**src/rtl/region_fill.sv**
```systemverilog
// region_fill
//   Memory-region initialiser. On go it latches an address window
//   [region_begin, region_end) plus a fill mode, then writes one word per
//   memory handshake. The supported modes are zero, constant, and arithmetic
//   ramp. The block reports completion, abort, bad-window error and the
//   number of words written.
//
// Ports
//   clk, rst_l        clock, asynchronous active-low reset
//   go                level start; sampled in IDLE (start) and DONE (release)
//   abort             stop request, honoured at the next word boundary
//   mode              0 zero, 1 constant, 2 ramp, 3 treated as zero
//   fill_value, step  constant value / ramp base, ramp increment
//   region_begin/end  window, begin inclusive, end exclusive
//   mem_done          memory accepted the presented word
//   ptr, w_en, r_en, avail, data_store, write_through, read_through
//                     memory handle request fields (all registered)
//   done, aborted, error, words_written
//                     status; held in DONE and until the next start
module region_fill #(
    parameter int ADDR_W = 32,
    parameter int DATA_W = 32
) (
    input  logic              clk,
    input  logic              rst_l,
    input  logic              go,
    input  logic              abort,
    input  logic [1:0]        mode,
    input  logic [DATA_W-1:0] fill_value,
    input  logic [DATA_W-1:0] step,
    input  logic [ADDR_W-1:0] region_begin,
    input  logic [ADDR_W-1:0] region_end,
    input  logic              mem_done,
    output logic [ADDR_W-1:0] ptr,
    output logic              w_en,
    output logic              r_en,
    output logic              avail,
    output logic [DATA_W-1:0] data_store,
    output logic              write_through,
    output logic              read_through,
    output logic              done,
    output logic              aborted,
    output logic              error,
    output logic [ADDR_W-1:0] words_written
);

    typedef enum logic [1:0] {
        IDLE = 2'd0,
        REQ  = 2'd1,
        ACK  = 2'd2,
        DONE = 2'd3
    } state_t;

    state_t            state, state_nxt;

    // Run configuration captured at start
    logic [ADDR_W-1:0] end_lat, end_lat_nxt;
    logic [1:0]        mode_lat, mode_lat_nxt;
    logic [DATA_W-1:0] fill_lat, fill_lat_nxt;
    logic [DATA_W-1:0] step_lat, step_lat_nxt;

    // Ramp accumulator: fill_value + k*step for the word currently in flight
    logic [DATA_W-1:0] acc, acc_nxt;
    logic              abort_flag, abort_flag_nxt;

    logic [ADDR_W-1:0] ptr_nxt, words_nxt, ptr_inc;
    logic [DATA_W-1:0] data_nxt;
    logic              w_en_nxt, avail_nxt, wt_nxt;
    logic              done_nxt, aborted_nxt, error_nxt;

    function automatic logic [DATA_W-1:0] word_for_mode(
        input logic [1:0]        m,
        input logic [DATA_W-1:0] fv,
        input logic [DATA_W-1:0] ramp
    );
        case (m)
            2'd1:    return fv;
            2'd2:    return ramp;
            default: return '0;
        endcase
    endfunction

    assign r_en         = 1'b0;
    assign read_through = 1'b0;
    assign ptr_inc      = ptr + ADDR_W'(1);

    always_comb begin
        state_nxt      = state;
        end_lat_nxt    = end_lat;
        mode_lat_nxt   = mode_lat;
        fill_lat_nxt   = fill_lat;
        step_lat_nxt   = step_lat;
        acc_nxt        = acc;
        abort_flag_nxt = abort_flag;
        ptr_nxt        = ptr;
        words_nxt      = words_written;
        data_nxt       = data_store;
        w_en_nxt       = w_en;
        avail_nxt      = avail;
        wt_nxt         = write_through;
        done_nxt       = done;
        aborted_nxt    = aborted;
        error_nxt      = error;

        unique case (state)
            IDLE: begin
                if (go) begin
                    end_lat_nxt    = region_end;
                    mode_lat_nxt   = mode;
                    fill_lat_nxt   = fill_value;
                    step_lat_nxt   = step;
                    acc_nxt        = fill_value;
                    abort_flag_nxt = 1'b0;
                    ptr_nxt        = region_begin;
                    words_nxt      = '0;
                    aborted_nxt    = 1'b0;
                    error_nxt      = 1'b0;
                    if (region_begin > region_end) begin
                        error_nxt = 1'b1;
                        done_nxt  = 1'b1;
                        state_nxt = DONE;
                    end else if (region_begin == region_end) begin
                        done_nxt  = 1'b1;
                        state_nxt = DONE;
                    end else begin
                        avail_nxt = 1'b1;
                        w_en_nxt  = 1'b1;
                        data_nxt  = word_for_mode(mode, fill_value, fill_value);
                        wt_nxt    = (region_begin == region_end - ADDR_W'(1));
                        state_nxt = REQ;
                    end
                end
            end
            REQ: begin
                if (abort) abort_flag_nxt = 1'b1;
                // The presented word stays up until the memory takes it.
                if (mem_done) begin
                    avail_nxt = 1'b0;
                    w_en_nxt  = 1'b0;
                    wt_nxt    = 1'b0;
                    state_nxt = ACK;
                end
            end
            ACK: begin
                if (abort) abort_flag_nxt = 1'b1;
                ptr_nxt   = ptr_inc;
                words_nxt = words_written + ADDR_W'(1);
                acc_nxt   = acc + step_lat;
                // Finishing the region wins over a pending abort.
                if (ptr_inc == end_lat) begin
                    done_nxt  = 1'b1;
                    state_nxt = DONE;
                end else if (abort_flag || abort) begin
                    done_nxt    = 1'b1;
                    aborted_nxt = 1'b1;
                    state_nxt   = DONE;
                end else begin
                    avail_nxt = 1'b1;
                    w_en_nxt  = 1'b1;
                    data_nxt  = word_for_mode(mode_lat, fill_lat, acc_nxt);
                    wt_nxt    = (ptr_inc == end_lat - ADDR_W'(1));
                    state_nxt = REQ;
                end
            end
            DONE: begin
                // go must drop before another run can start.
                if (!go) begin
                    done_nxt  = 1'b0;
                    state_nxt = IDLE;
                end
            end
            default: state_nxt = IDLE;
        endcase
    end

    always_ff @(posedge clk or negedge rst_l) begin
        if (!rst_l) begin
            state         <= IDLE;
            end_lat       <= '0;
            mode_lat      <= '0;
            fill_lat      <= '0;
            step_lat      <= '0;
            acc           <= '0;
            abort_flag    <= 1'b0;
            ptr           <= '0;
            words_written <= '0;
            data_store    <= '0;
            w_en          <= 1'b0;
            avail         <= 1'b0;
            write_through <= 1'b0;
            done          <= 1'b0;
            aborted       <= 1'b0;
            error         <= 1'b0;
        end else begin
            state         <= state_nxt;
            end_lat       <= end_lat_nxt;
            mode_lat      <= mode_lat_nxt;
            fill_lat      <= fill_lat_nxt;
            step_lat      <= step_lat_nxt;
            acc           <= acc_nxt;
            abort_flag    <= abort_flag_nxt;
            ptr           <= ptr_nxt;
            words_written <= words_nxt;
            data_store    <= data_nxt;
            w_en          <= w_en_nxt;
            avail         <= avail_nxt;
            write_through <= wt_nxt;
            done          <= done_nxt;
            aborted       <= aborted_nxt;
            error         <= error_nxt;
        end
    end

endmodule

```
**config.mk**
```make
export PLATFORM = sky130hd
export DESIGN_NAME = region_fill
export DESIGN_NICKNAME = d
export VERILOG_FILES = /design/src/rtl/region_fill.sv
export SDC_FILE = /design/constraint.sdc
export NUM_CORES = 1
export LEC_CHECK = 0
export ABC_AREA = 0
export CAP_MARGIN = 10
export CORE_MARGIN = 4
export CORE_UTILIZATION = 30
export DETAILED_ROUTE_END_ITERATION = 7
export SYNTH_ARGS = -nofsm -noshare
export SYNTH_HDL_FRONTEND = slang
export SYNTH_SLANG_ARGS = --single-unit
```
**constraint.sdc**
```tcl
create_clock -name clk -period 5.6 [get_ports clk]
set_input_delay 1.12 -clock clk [delete_from_list [all_inputs] [get_ports clk]]
set_output_delay 1.12 -clock clk [all_outputs]
set_load 0.01 [all_outputs]
```
==> flow_metrics.env, run 1 <==
export IMPL_status="completed"
export IMPL_required_ps=6120
export IMPL_grt_max_degree=112
export IMPL_insertion_delay_ps=590
export IMPL_finalHoldViolations=0
export IMPL_rsz0062_at_grt="no"
export IMPL_grt_pass1_wl_um=93900
export IMPL_fin_skew_ps=19.0
export IMPL_finalCritPeriodShare=0.972
export IMPL_wl_per_cell_um=20.1
export IMPL_slew_headroom=0.0917
export IMPL_gp_congestion=0.940
export IMPL_worstPathCellList="clkdlybuf4s50_1, nor4_1, nand2_1, or4_1, a32oi_1, o2111ai_1, a2111oi_0, nand4_1, o41ai_2, mux2_1"
export IMPL_synth_cell_types=86
export IMPL_drtPass1Iterations=5
export IMPL_path_buf_inv=1
export IMPL_ys_warnings_count=0
export IMPL_setup_viol=0
export IMPL_rows=86
export IMPL_timing_fmax_ghz=0.184
export IMPL_fp_coreArea_um2=55400
export IMPL_fillCellCount=5661
export IMPL_hold_buffers=0
export IMPL_viasPerCell=5.48
export IMPL_peakVddDrop_mv=0.257
export IMPL_drc=0
export IMPL_drtIter0Drc=1413
export IMPL_place_inst=2958
export IMPL_path_class="in -> reg"
export IMPL_avgSynthCellArea_um2=8.21
export IMPL_die_w_um=245
export IMPL_grt_antenna_before_repair=4
export IMPL_fin_cells=3015
export IMPL_finalWorstSetupSlack_ps=159
export IMPL_start_kind="input pin"
export IMPL_ys_async_sr_fraction=1.00
export IMPL_place_ws_ps=-265
export IMPL_yosysSeqAreaShare=0.346
export IMPL_portBuffers=236
export IMPL_initial_utilization=0.305
export IMPL_root_buffer="clkbuf_16"
export IMPL_clock_path_buffers=3
export IMPL_post_route_min_period_ps=5440
export IMPL_cts_tree="built"
export IMPL_ant_nets=0
export IMPL_ys_top_cells_by_area="dfrtp_1 (35%), nand2_1 (8.3%), ha_1 (5.5%)"
export IMPL_post_cts_resized=0
export IMPL_netlist_top_cell_by_area="dfrtp_1"
export IMPL_holdCritPathClass="reg -> reg"
export IMPL_crit_arrival_ps=5970
export IMPL_grt_overflow=0
export IMPL_critPathCaptureType="flop"
export IMPL_die_height_um=245
export IMPL_cp_top_family="simple AND/OR/NAND/NOR gates"
export IMPL_clk_pin_slew_ps=60
export IMPL_synth_most_common_cell="nand2_1"
export IMPL_htreeDepth=1
export IMPL_cts_sinks=234
export IMPL_first_global_vias=16100
export IMPL_reg2reg_setup_slack_ps=710
export IMPL_grtUsageTotal=0.193
export IMPL_cap_viol_max_count=0
export IMPL_cts_setup_buffers=0
export IMPL_worstPathMaxFanout=10
export IMPL_die_area_um2=60200
export IMPL_synth_main_ff_cell="dfrtp_1"
export IMPL_netlist_area_um2=16900
export IMPL_slew_violations=0
export IMPL_leakagePower_nw=8.97
export IMPL_nets=2453
export IMPL_cp_slowest_stage_delay_ps=1170
export IMPL_worst_slew_pin_slew_ps=1330
export IMPL_slowest_stage="a2111oi_0"
export IMPL_cts_inserted_buffers=31
export IMPL_synth_seq_cells=234
export IMPL_synth_edf_count=0
export IMPL_syn_to_final_growth_pct=24.6
export IMPL_io_pins=239
export IMPL_ys_top_cells_by_count="nand2_1 (372), dfrtp_1 (234), o21ai_0 (147)"
export IMPL_dpl_hpwl_um=44400
export IMPL_drt_total_wl_um=60500
export IMPL_vias=16500
export IMPL_pwr_density_cell_nw_per_um2=566
export IMPL_syn_inst=2059
export IMPL_drive_gt1_frac=0.0530
export IMPL_synth_top_cell_area_share=0.346
==> final cells by class <==
cell class / count / area, um2 / share of cell area
multi-input cells: 1647 / 10400 / 0.493
flip-flops and latches: 234 / 5860 / 0.278
repair buffers: 268 / 2620 / 0.124
well taps: 748 / 936 / 0.0444
clock buffers: 41 / 863 / 0.0410
inverters: 61 / 229 / 0.0109
clock inverters: 15 / 180 / 0.00855
diodes: 1 / 2.50 / 0.000119
==> power by group <==
part	switching [mW]	internal, mW
Combinational	3.83	2.77
Clock	0.823	1.22
Sequential	0.897	2.39
Total	5.55	6.38
==> registers in the layout, indices dropped and copies added (netlist names) <==
register / count
mode_lat: 2
acc: 32
end_lat: 32
step_lat: 32
fill_lat: 32
avail: 1
data_store: 32
done: 1
ptr: 32
abort_flag: 1
state: 2
aborted: 1
write_through: 1
error: 1
words_written: 32
==> cells in the final DEF (no fill, tap or decap), drive strengths merged, types with 14 or more instances in the layout <==
master,synthesis,layout
nand2,372,372
nand4,44,44
and2,17,17
a22oi,21,21
nor2,133,133
clkbuf,88,41
o21ai,149,149
a21oi,134,134
a211oi,14,14
nor4,31,31
xnor2,90,90
o22a,18,18
mux2i,45,45
nor3,40,40
nand3,62,62
and3,29,29
o22ai,25,25
ha,74,74
buf,30,33
or3,24,24
nor2b,14,14
inv,61,63
a31oi,17,17
xor2,61,61
clkdlybuf4s50,0,235
dfrtp,234,234
a21o,26,26
mux2,17,17
or4,14,14
==> worst paths after layout <==
kind                                           from                         end  cells past startpoint
setup / recovery                      region_end[7]   write_through$_DFFE_PN0P_                     10
hold reg to reg            fill_lat[14]$_DFFE_PN0P_    fill_lat[14]$_DFFE_PN0P_                      2
hold / removal             fill_lat[14]$_DFFE_PN0P_    fill_lat[14]$_DFFE_PN0P_                      2
min in group asynchronous                     rst_l    fill_lat[14]$_DFFE_PN0P_                      1
setup reg to reg                 ptr[0]$_DFFE_PN0P_  data_store[23]$_DFFE_PN0P_                     11
max in group asynchronous                     rst_l         ptr[17]$_DFFE_PN0P_                      2
==> logic make-up (layout without fill, tap and decap cells) <==
family	Yosys count	in the layout	share of synthesized area
simple gates	835	835	0.237
xor+xnor	157	157	0.0863
other cells	1	3	0.000222
compound gates	515	515	0.192
buf+inv	179	385	0.0425
mux	63	63	0.0393
fa+ha+maj	75	75	0.0560
flops	234	234	0.346
==> stage by stage <==
stage               power (mW)  hold WS [ps]  setup TNS [ps]  instance area [um2]  utilization
floorplan                 7.62           443               0                16900            -
global placement          9.71           456            -171                20000        0.361
detailed placement        9.83           461            -265                20000        0.361
CTS                       12.0           477               0                21100        0.380
global route              12.8           492               0                21100        0.380
finish                    11.9           478               0                21100        0.380
==> tightest hold or removal path, delay by kind of cell, from the launching register on <==
| kind | cells | cell delay [ps] |
|---|---|---|
| AND/OR/NAND/NOR | 2 | 100 |
| flip-flops | 1 | 340 |
==> per-layer routing <==
metal,vias up,wire length [um],global-route usage
li1,7776,-,-
met1,8068,26300,0.260
met2,572,28600,0.325
met3,89,4150,0.0302
met4,6,1400,0.0491
met5,-,44,0
(Power assumes the default switching activity.)
==> run 2: changes to the inputs <==
CTS_BUF_LIST = sky130_fd_sc_hd__clkbuf_4   (was default)
==> run 2 against run 1 <==
Against the previous run:
- combinational power is essentially flat
- non-clock buffer count is the same
- sequential cell count is the same
- power shrank 2.4%
- critical path depth is the same
- utilization shrank 0.23 points
- setup slack gained 290 ps
==> flow_metrics.env, run 2 (synthesized netlist as in run 1, its figures left out) <==
export IMPL_syn_to_final_growth_pct=23.8
export IMPL_fin_skew_ps=56.0
export IMPL_drive_gt1_frac=0.0780
export IMPL_grt_pass1_wl_um=94800
export IMPL_cts_inserted_buffers=73
export IMPL_viasPerCell=5.42
export IMPL_grt_overflow=0
export IMPL_pwr_density_cell_nw_per_um2=556
export IMPL_grt_max_degree=112
export IMPL_post_route_min_period_ps=5150
export IMPL_slew_violations=0
export IMPL_setup_viol=0
export IMPL_finalHoldViolations=0
export IMPL_p_int_mw=6.06
export IMPL_nets=2495
export IMPL_die_area_um2=60200
export IMPL_post_cts_resized=0
export IMPL_cts_tree="built"
export IMPL_required_ps=6290
export IMPL_worst_slew_pin_slew_ps=1230
export IMPL_clock_path_buffers=3
export IMPL_first_global_vias=16400
export IMPL_r2r_start="ptr[0]$_DFFE_PN0P_"
export IMPL_rsz0062_at_grt="no"
export IMPL_htreeDepth=3
export IMPL_clock_power_share=0.151
export IMPL_die_w_um=245
export IMPL_p_switching_mw=5.58
export IMPL_drtIter0Drc=1349
export IMPL_root_buffer="clkbuf_4"
export IMPL_grtUsageTotal=0.197
export IMPL_insertion_delay_ps=790
export IMPL_die_height_um=245
export IMPL_drtPass1Iterations=5
export IMPL_timing_fmax_ghz=0.194
export IMPL_peakVddDrop_mv=0.269
export IMPL_p_sw_frac=0.479
export IMPL_status="completed"
export IMPL_clk_pin_slew_ps=70
export IMPL_place_inst=2958
export IMPL_fin_cells=3088
export IMPL_place_ws_ps=-265
export IMPL_start_kind="input pin"
export IMPL_seq_power_share=0.282
export IMPL_worstPathMaxFanout=10
export IMPL_holdCritPathClass="in -> async"
export IMPL_hold_buffers=0
export IMPL_fp_coreArea_um2=55400
export IMPL_gp_congestion=0.940
export IMPL_cts_setup_buffers=0
export IMPL_dpl_hpwl_um=44400
export IMPL_finalWorstSetupSlack_ps=453
export IMPL_p_comb_frac=0.567
export IMPL_crit_arrival_ps=5830
export IMPL_vias=16700
export IMPL_layout_common_cells="nand2_1 (371), clkdlybuf4s50_1 (235), dfrtp_1 (234), o21ai_0 (147), a21oi_1 (134)"
export IMPL_finalCritPeriodShare=0.919
export IMPL_leakagePower_nw=8.98
export IMPL_grt_antenna_before_repair=6
export IMPL_drc=0
export IMPL_wl_per_cell_um=19.8
export IMPL_path_class="in -> reg"
export IMPL_ant_nets=0
export IMPL_final_common_cell="nand2_1"
export IMPL_critPathCaptureType="flop"
export IMPL_crit_path_start="region_end[7]"
export IMPL_cap_viol_max_count=0
export IMPL_initial_utilization=0.305
export IMPL_io_pins=239
export IMPL_slew_headroom=0.178
export IMPL_rows=86
export IMPL_cts_sinks=234
export IMPL_portBuffers=236
export IMPL_drt_total_wl_um=61300
==> run 2: power groups by stage <==
stage	Combinational [mW]	Clock (mW)	Sequential, mW
detailed placement	6.54	0	3.29
global route	7.29	1.91	3.38
global placement	6.43	0	3.28
CTS	6.59	1.82	3.27
floorplan	4.69	0	2.92
finish	6.60	1.76	3.29
==> run 2: metal layers <==
layer	track usage	share of wire	routed length [um]	vias up
met5	0	0.00060	37	-
li1	-	-	-	7889
met1	0.258	0.43	26400	8140
met4	0.0624	0.029	1760	6
met2	0.324	0.47	28700	594
met3	0.0451	0.070	4310	117
==> run 2: path summary, 6_finish.rpt <==
check                                              to  slack, ps  cells after the start
setup reg to reg           data_store[23]$_DFFE_PN0P_        670                     11
hold reg to reg              fill_lat[17]$_DFFE_PN0P_        480                      2
hold / removal             data_store[16]$_DFFE_PN0P_        420                      1
min in group clk             fill_lat[17]$_DFFE_PN0P_        480                      2
setup / recovery            write_through$_DFFE_PN0P_        450                     10
max in group asynchronous         ptr[17]$_DFFE_PN0P_       3920                      2
==> run 2: through the flow <==
stage	hold slack [ps]	area, um2	setup TNS (ps)	util	power [mW]
2_1_floorplan	443	16900	0	-	7.62
3_3_place_gp	456	20000	-171	0.361	9.71
3_5_place_dp	461	20000	-265	0.361	9.83
4_1_cts	363	20900	0	0.378	11.7
5_1_grt	389	20900	0	0.378	12.6
6_report	423	20900	0	0.378	11.6
==> run 2: critical path: stages <==
cell and delay [ps]:
clkdlybuf4s50_1 550, nor4_1 880, nand2_1 460, or4_1 590, a32oi_1 370, o2111ai_1 210
a2111oi_0 1020, nand4_1 330, o41ai_2 120, mux2_1 170
==> run 2: cell type report <==
| type | instances | area (um2) |
|---|---|---|
| antenna | 6 | 15.0 |
| timing repair buffer | 268 | 2620 |
| tap | 748 | 936 |
| clock buffer | 105 | 788 |
| clock inverter | 19 | 116 |
| inverter | 61 | 229 |
| sequential | 234 | 5860 |
| multi-input combinational | 1647 | 10400 |
| fill | 5704 | 34500 |
==> run 3: changes to the inputs <==
CAP_MARGIN = 20   (was 10)
CORE_ASPECT_RATIO = 1.75   (was default)
==> run 3 against run 2 <==
Against the previous run:
- sequential share of layout area is 0.15 points lower
- first-iteration DRC count is 20% lower
- hold slack worse by 48 ps
- design area is 0.56% higher
- combinational power is 3.5% higher
- largest power group unchanged
==> flow_metrics.env, run 3 (synthesized netlist as in run 1, its figures left out) <==
export IMPL_syn_to_final_growth_pct=24.5
export IMPL_grt_antenna_before_repair=6
export IMPL_finalPower_mw=11.8
export IMPL_grtUsageTotal=0.225
export IMPL_clk_pin_slew_ps=70
export IMPL_post_cts_resized=0
export IMPL_viasPerCell=5.60
export IMPL_die_w_um=187
export IMPL_die_area_um2=60400
export IMPL_nets=2519
export IMPL_start_kind="input pin"
export IMPL_pwr_density_cell_nw_per_um2=560
export IMPL_cp_slowest_stage_delay_ps=790
export IMPL_grt_pass1_wl_um=105000
export IMPL_initial_utilization=0.305
export IMPL_finalCritPeriodShare=0.873
export IMPL_drive_gt1_frac=0.0863
export IMPL_layout_common_cells="nand2_1 (371), clkdlybuf4s50_1 (235), dfrtp_1 (234), o21ai_0 (147), a21oi_1 (134)"
export IMPL_leakagePower_nw=9.11
export IMPL_cts_sinks=234
export IMPL_worstPathMaxFanout=5
export IMPL_fin_cells=3053
export IMPL_fin_skew_ps=74.0
export IMPL_rows=114
export IMPL_met2_length_um=36300
export IMPL_portBuffers=236
export IMPL_holdCritPathClass="in -> async"
export IMPL_r2r_start="ptr[1]$_DFFE_PN0P_"
export IMPL_drc=0
export IMPL_reg2reg_setup_slack_ps=970
export IMPL_tns_ps=0
export IMPL_cts_setup_buffers=0
export IMPL_finalWorstSetupSlack_ps=713
export IMPL_worst_slew_pin_slew_ps=1060
export IMPL_rsz0062_at_grt="no"
export IMPL_post_route_min_period_ps=4890
export IMPL_dpl_hpwl_um=52600
export IMPL_ff2ff_path_depth=11
export IMPL_fp_coreArea_um2=55500
export IMPL_hold_buffers=0
export IMPL_setup_viol=0
export IMPL_required_ps=6310
export IMPL_grt_overflow=0
export IMPL_timing_fmax_ghz=0.205
export IMPL_insertion_delay_ps=790
export IMPL_slew_violations=0
export IMPL_cts_tree="built"
export IMPL_drtPass1Iterations=6
export IMPL_r2r_end="data_store[0]$_DFFE_PN0P_"
export IMPL_status="completed"
export IMPL_crit_arrival_ps=5590
export IMPL_met1_length_um=25000
export IMPL_grt_max_degree=101
export IMPL_ant_nets=0
export IMPL_peakVddDrop_mv=0.287
export IMPL_drtIter0Drc=1078
export IMPL_slowest_stage="a2111oi_0"
export IMPL_path_class="in -> reg"
export IMPL_io_pins=239
export IMPL_gp_congestion=1.01
export IMPL_drt_total_wl_um=69700
export IMPL_wl_per_cell_um=22.8
export IMPL_htreeDepth=3
export IMPL_final_common_cell="nand2_1"
export IMPL_critPathCaptureType="flop"
export IMPL_dr_wl_met3_um=3400
export IMPL_routed_top_layer="met5"
export IMPL_root_buffer="clkbuf_4"
export IMPL_first_global_vias=17400
export IMPL_worstPathCellList="clkdlybuf4s50_1, buf_4, nor4_1, nand4_1, nor4_1, buf_4, xnor2_1, o311ai_0, a2111oi_0, nand4_1, o41ai_2, mux2_1"
export IMPL_cap_viol_max_count=0
export IMPL_die_height_um=322
export IMPL_finalHoldViolations=0
export IMPL_slew_headroom=0.291
export IMPL_vias=17100
export IMPL_cts_inserted_buffers=67
export IMPL_place_inst=2936
export IMPL_place_ws_ps=47.3
export IMPL_final_util=0.379
export IMPL_clock_path_buffers=3
-- run 3: cell types whose count changed in the layout (fill, tap and decap cells not counted), moves of 2 or more --
cell / before / now
inv_2: 1 / 3
clkinvlp_4: 3 / 1
clkinv_1: 11 / 8
clkbuf_4: 105 / 96
buf_4: 31 / 60
-- run 3: final cells by class --
cell class,count,area [um2]
clock inverters,16,119
repair buffers,298,2870
multi-input cells,1647,10400
diodes,5,12.5
flip-flops and latches,234,5860
fillers,5646,34400
clock buffers,96,721
well taps,696,871
inverters,61,229
-- run 3: report_power, final --
group / internal (mW) / switching [mW]
clock network: 0.876 / 0.833
registers: 2.39 / 0.868
logic: 2.83 / 4.00
total: 6.09 / 5.70
-- run 3: metrics by stage --
step,area [um2],hold WS (ps)
6_report,21100,374
5_1_grt,21100,362
4_1_cts,21000,351
2_1_floorplan,16900,443
3_5_place_dp,20200,462
3_3_place_gp,20200,457
-- run 3: worst max-delay path: cells and delay by family --
kind            cells  cell delay (ps)
compound gates      3             1140
xor+xnor            1              270
buf+inv             3              830
mux                 1              190
simple gates        4             2040
-- run 3: worst max-delay path by stage --
| stage | cells after the start | to | slack (ps) | from |
|---|---|---|---|---|
| detailed placement | 12 | write_through$_DFFE_PN0P_ | 50 | region_end[8] |
| global route | 12 | data_store[5]$_DFFE_PN0P_ | 710 | ptr[1]$_DFFE_PN0P_ |
| floorplan | 14 | data_store[11]$_DFFE_PN0P_ | 1730 | region_end[24] |
| finish | 12 | write_through$_DFFE_PN0P_ | 710 | region_end[8] |
| CTS | 12 | write_through$_DFFE_PN0P_ | 900 | region_end[8] |
| global placement | 12 | write_through$_DFFE_PN0P_ | -70 | region_end[8] |
-- run 3: metal layers --
layer	up-vias	global-route usage
met5	-	0
met3	235	0.0394
met2	638	0.420
li1	7932	-
met1	8288	0.230
met4	4	0.141
==> variant, RTL diff (flow settings as in run 2) <==
Register the input `region_end` before use. The logic sees it one clock later. The other inputs are not delayed to match.
--- a/src/rtl/region_fill.sv
+++ b/src/rtl/region_fill.sv
@@ -51,6 +51,12 @@
         DONE = 2'd3
     } state_t;
 
+    logic [ADDR_W-1:0] region_end_q;
+
+    always_ff @(posedge clk) begin
+        region_end_q <= region_end;
+    end
+
     state_t            state, state_nxt;
 
     // Run configuration captured at start
@@ -105,7 +111,7 @@
         unique case (state)
             IDLE: begin
                 if (go) begin
-                    end_lat_nxt    = region_end;
+                    end_lat_nxt    = region_end_q;
                     mode_lat_nxt   = mode;
                     fill_lat_nxt   = fill_value;
                     step_lat_nxt   = step;
@@ -115,18 +121,18 @@
                     words_nxt      = '0;
                     aborted_nxt    = 1'b0;
                     error_nxt      = 1'b0;
-                    if (region_begin > region_end) begin
+                    if (region_begin > region_end_q) begin
                         error_nxt = 1'b1;
                         done_nxt  = 1'b1;
                         state_nxt = DONE;
-                    end else if (region_begin == region_end) begin
+                    end else if (region_begin == region_end_q) begin
                         done_nxt  = 1'b1;
                         state_nxt = DONE;
                     end else begin
                         avail_nxt = 1'b1;
                         w_en_nxt  = 1'b1;
                         data_nxt  = word_for_mode(mode, fill_value, fill_value);
-                        wt_nxt    = (region_begin == region_end - ADDR_W'(1));
+                        wt_nxt    = (region_begin == region_end_q - ADDR_W'(1));
                         state_nxt = REQ;
                     end
                 end
Formal check against the unedited RTL: not equivalent (a bounded check fails within 4 cycles, from zero or initial values and one cycle with rst_l low).
==> variant against run 2 <==
  * Wire length decreased by 11%
  * Worst setup slack improved by 790 ps
  * Critical path type is now flip-flop to flip-flop
  * Largest cell class unchanged
  * Synthesized area increased by 0.97%
  * Sequential cell count increased by 32
  * Clock skew increased by 2.2 ps
  * Final area increased by 0.90%
  * Clock power increased by 5%
  * Sequential share of layout area increased by 2.8 points
  * Synthesized cell count decreased by 9.3%
  * Power increased by 0.92%
  * Combinational power decreased by 3%
==> variant: results (changes against run 2) <==
GP Congestion 0.875 (was 0.940); Layout Nets 2307 (was 2495); Synth Area in Compound Gates 16.3% (was 19.2%); HPWL Detailed 39700 um (was 44400 um); Worst Setup SP ptr[0] (was region_end[7]); Max-Slew Margin vs Limit 30.3% (was 17.8%); fraction of layout cells with a size suffix above 1 12.0% (was 7.80%); CTS Buf Count 81 (was 73); P_comb 0.00641 W (was 0.00660 W); CP endpoint data_store[0] (was write_through); status complete, no violations (unchanged); Synth async-reset ratio 88.0% (was 100%); post-synthesis mux area share 9.87% (was 3.93%); Gate power share 54.6% (was 56.7%); Avg Cell Area, Syn 9.14 um^2 (was 8.21 um^2); Clock power frac 15.7% (was 15.1%); Final Non-Filler Cells 2919 (was 3088); Synth Area in Adders 5.54% (was 5.60%); met1 Use GR 22.3% (was 25.8%); placed cells 2770 (was 2958); GRT Total Usage 17.6% (was 19.7%); R2R setup slack 1240 ps (was 670 ps); r2r worst-path depth 12 (was 11); Area contributors post-synth dfrtp_1 (34%), xnor2_1 (6.0%), ha_1 (5.4%) (was dfrtp_1 (35%), nand2_1 (8.3%), ha_1 (5.5%)); clock skew 58.3 ps (was 56.0 ps); Max VDD drop 240 uV (was 269 uV); cell internal pwr 0.00649 W (was 0.00606 W); Area after DPL 20100 um^2 (was 20000 um^2); grt met3 use 4.03% (was 4.51%); CP Data Arrival Time 5050 ps (was 5830 ps); drt first pass iters 6 (was 5); DR WL/cell 18.6 um (was 19.8 um); crit path max fanout 32 (was 10); first-pass GRT wire length 85000 um (was 94800 um); Iter 0 DRT Violations 949 (was 1349); later-pin clock latency in the skew report 830 ps (was 790 ps); initial antenna violation count 3 (was 6); vias in the first global route 15253 (was 16419); Synth warnings 0 (unchanged); register area share after synthesis 38.1% (was 34.6%); Vias per Instance 5.18 (was 5.42)
-- variant: metrics by stage --
| stage | util [%] | hold WS, ps |
|---|---|---|
| 2_1_floorplan | - | 454 |
| 3_3_place_gp | 35.7 | 468 |
| 3_5_place_dp | 35.7 | 474 |
| 4_1_cts | 37.4 | 233 |
| 5_1_grt | 37.5 | 224 |
| 6_report | 37.5 | 270 |
-- variant: worst max-delay path: stages, from the launching register on --
cell and delay (ps):
dfrtp_1 460, ha_1 300, nand4_1 290, nor4_2 780, nand2_1 220, xnor2_1 220
or4_1 390, or3_1 350, nor4_4 300, a21oi_1 150, o211a_2 200, buf_12 180
mux2_1 350
-- variant: cell type report --
cell class | count | area (um^2) | share of cell area, %
sequential | 266 | 6500 | 30.8
clock buffer | 115 | 863 | 4.09
antenna | 9 | 22.5 | 0.107
clock inverter | 25 | 111 | 0.527
inverter | 77 | 289 | 1.37
multi-input combinational | 1417 | 9870 | 46.7
tap | 756 | 946 | 4.48
timing repair buffer | 254 | 2530 | 12.0
-- variant: routing by layer --
metal	vias to the layer above	share of wire, %
met5	-	0
met4	0	3.7
met3	132	6.1
met2	484	47
met1	7266	43
li1	7240	-
-- variant: worst min path at each step --
| stage | end | cells past startpoint | startpoint | slack, ps |
|---|---|---|---|---|
| after floorplan | acc[10] | 2 | acc[10] | 450 |
| after global placement | acc[16] | 2 | acc[16] | 470 |
| after detailed placement | acc[4] | 2 | acc[4] | 470 |
| after CTS | fill_lat[15] | 1 | rst_l | 230 |
| after global routing | fill_lat[15] | 1 | rst_l | 220 |
| final | fill_lat[15] | 1 | rst_l | 270 |
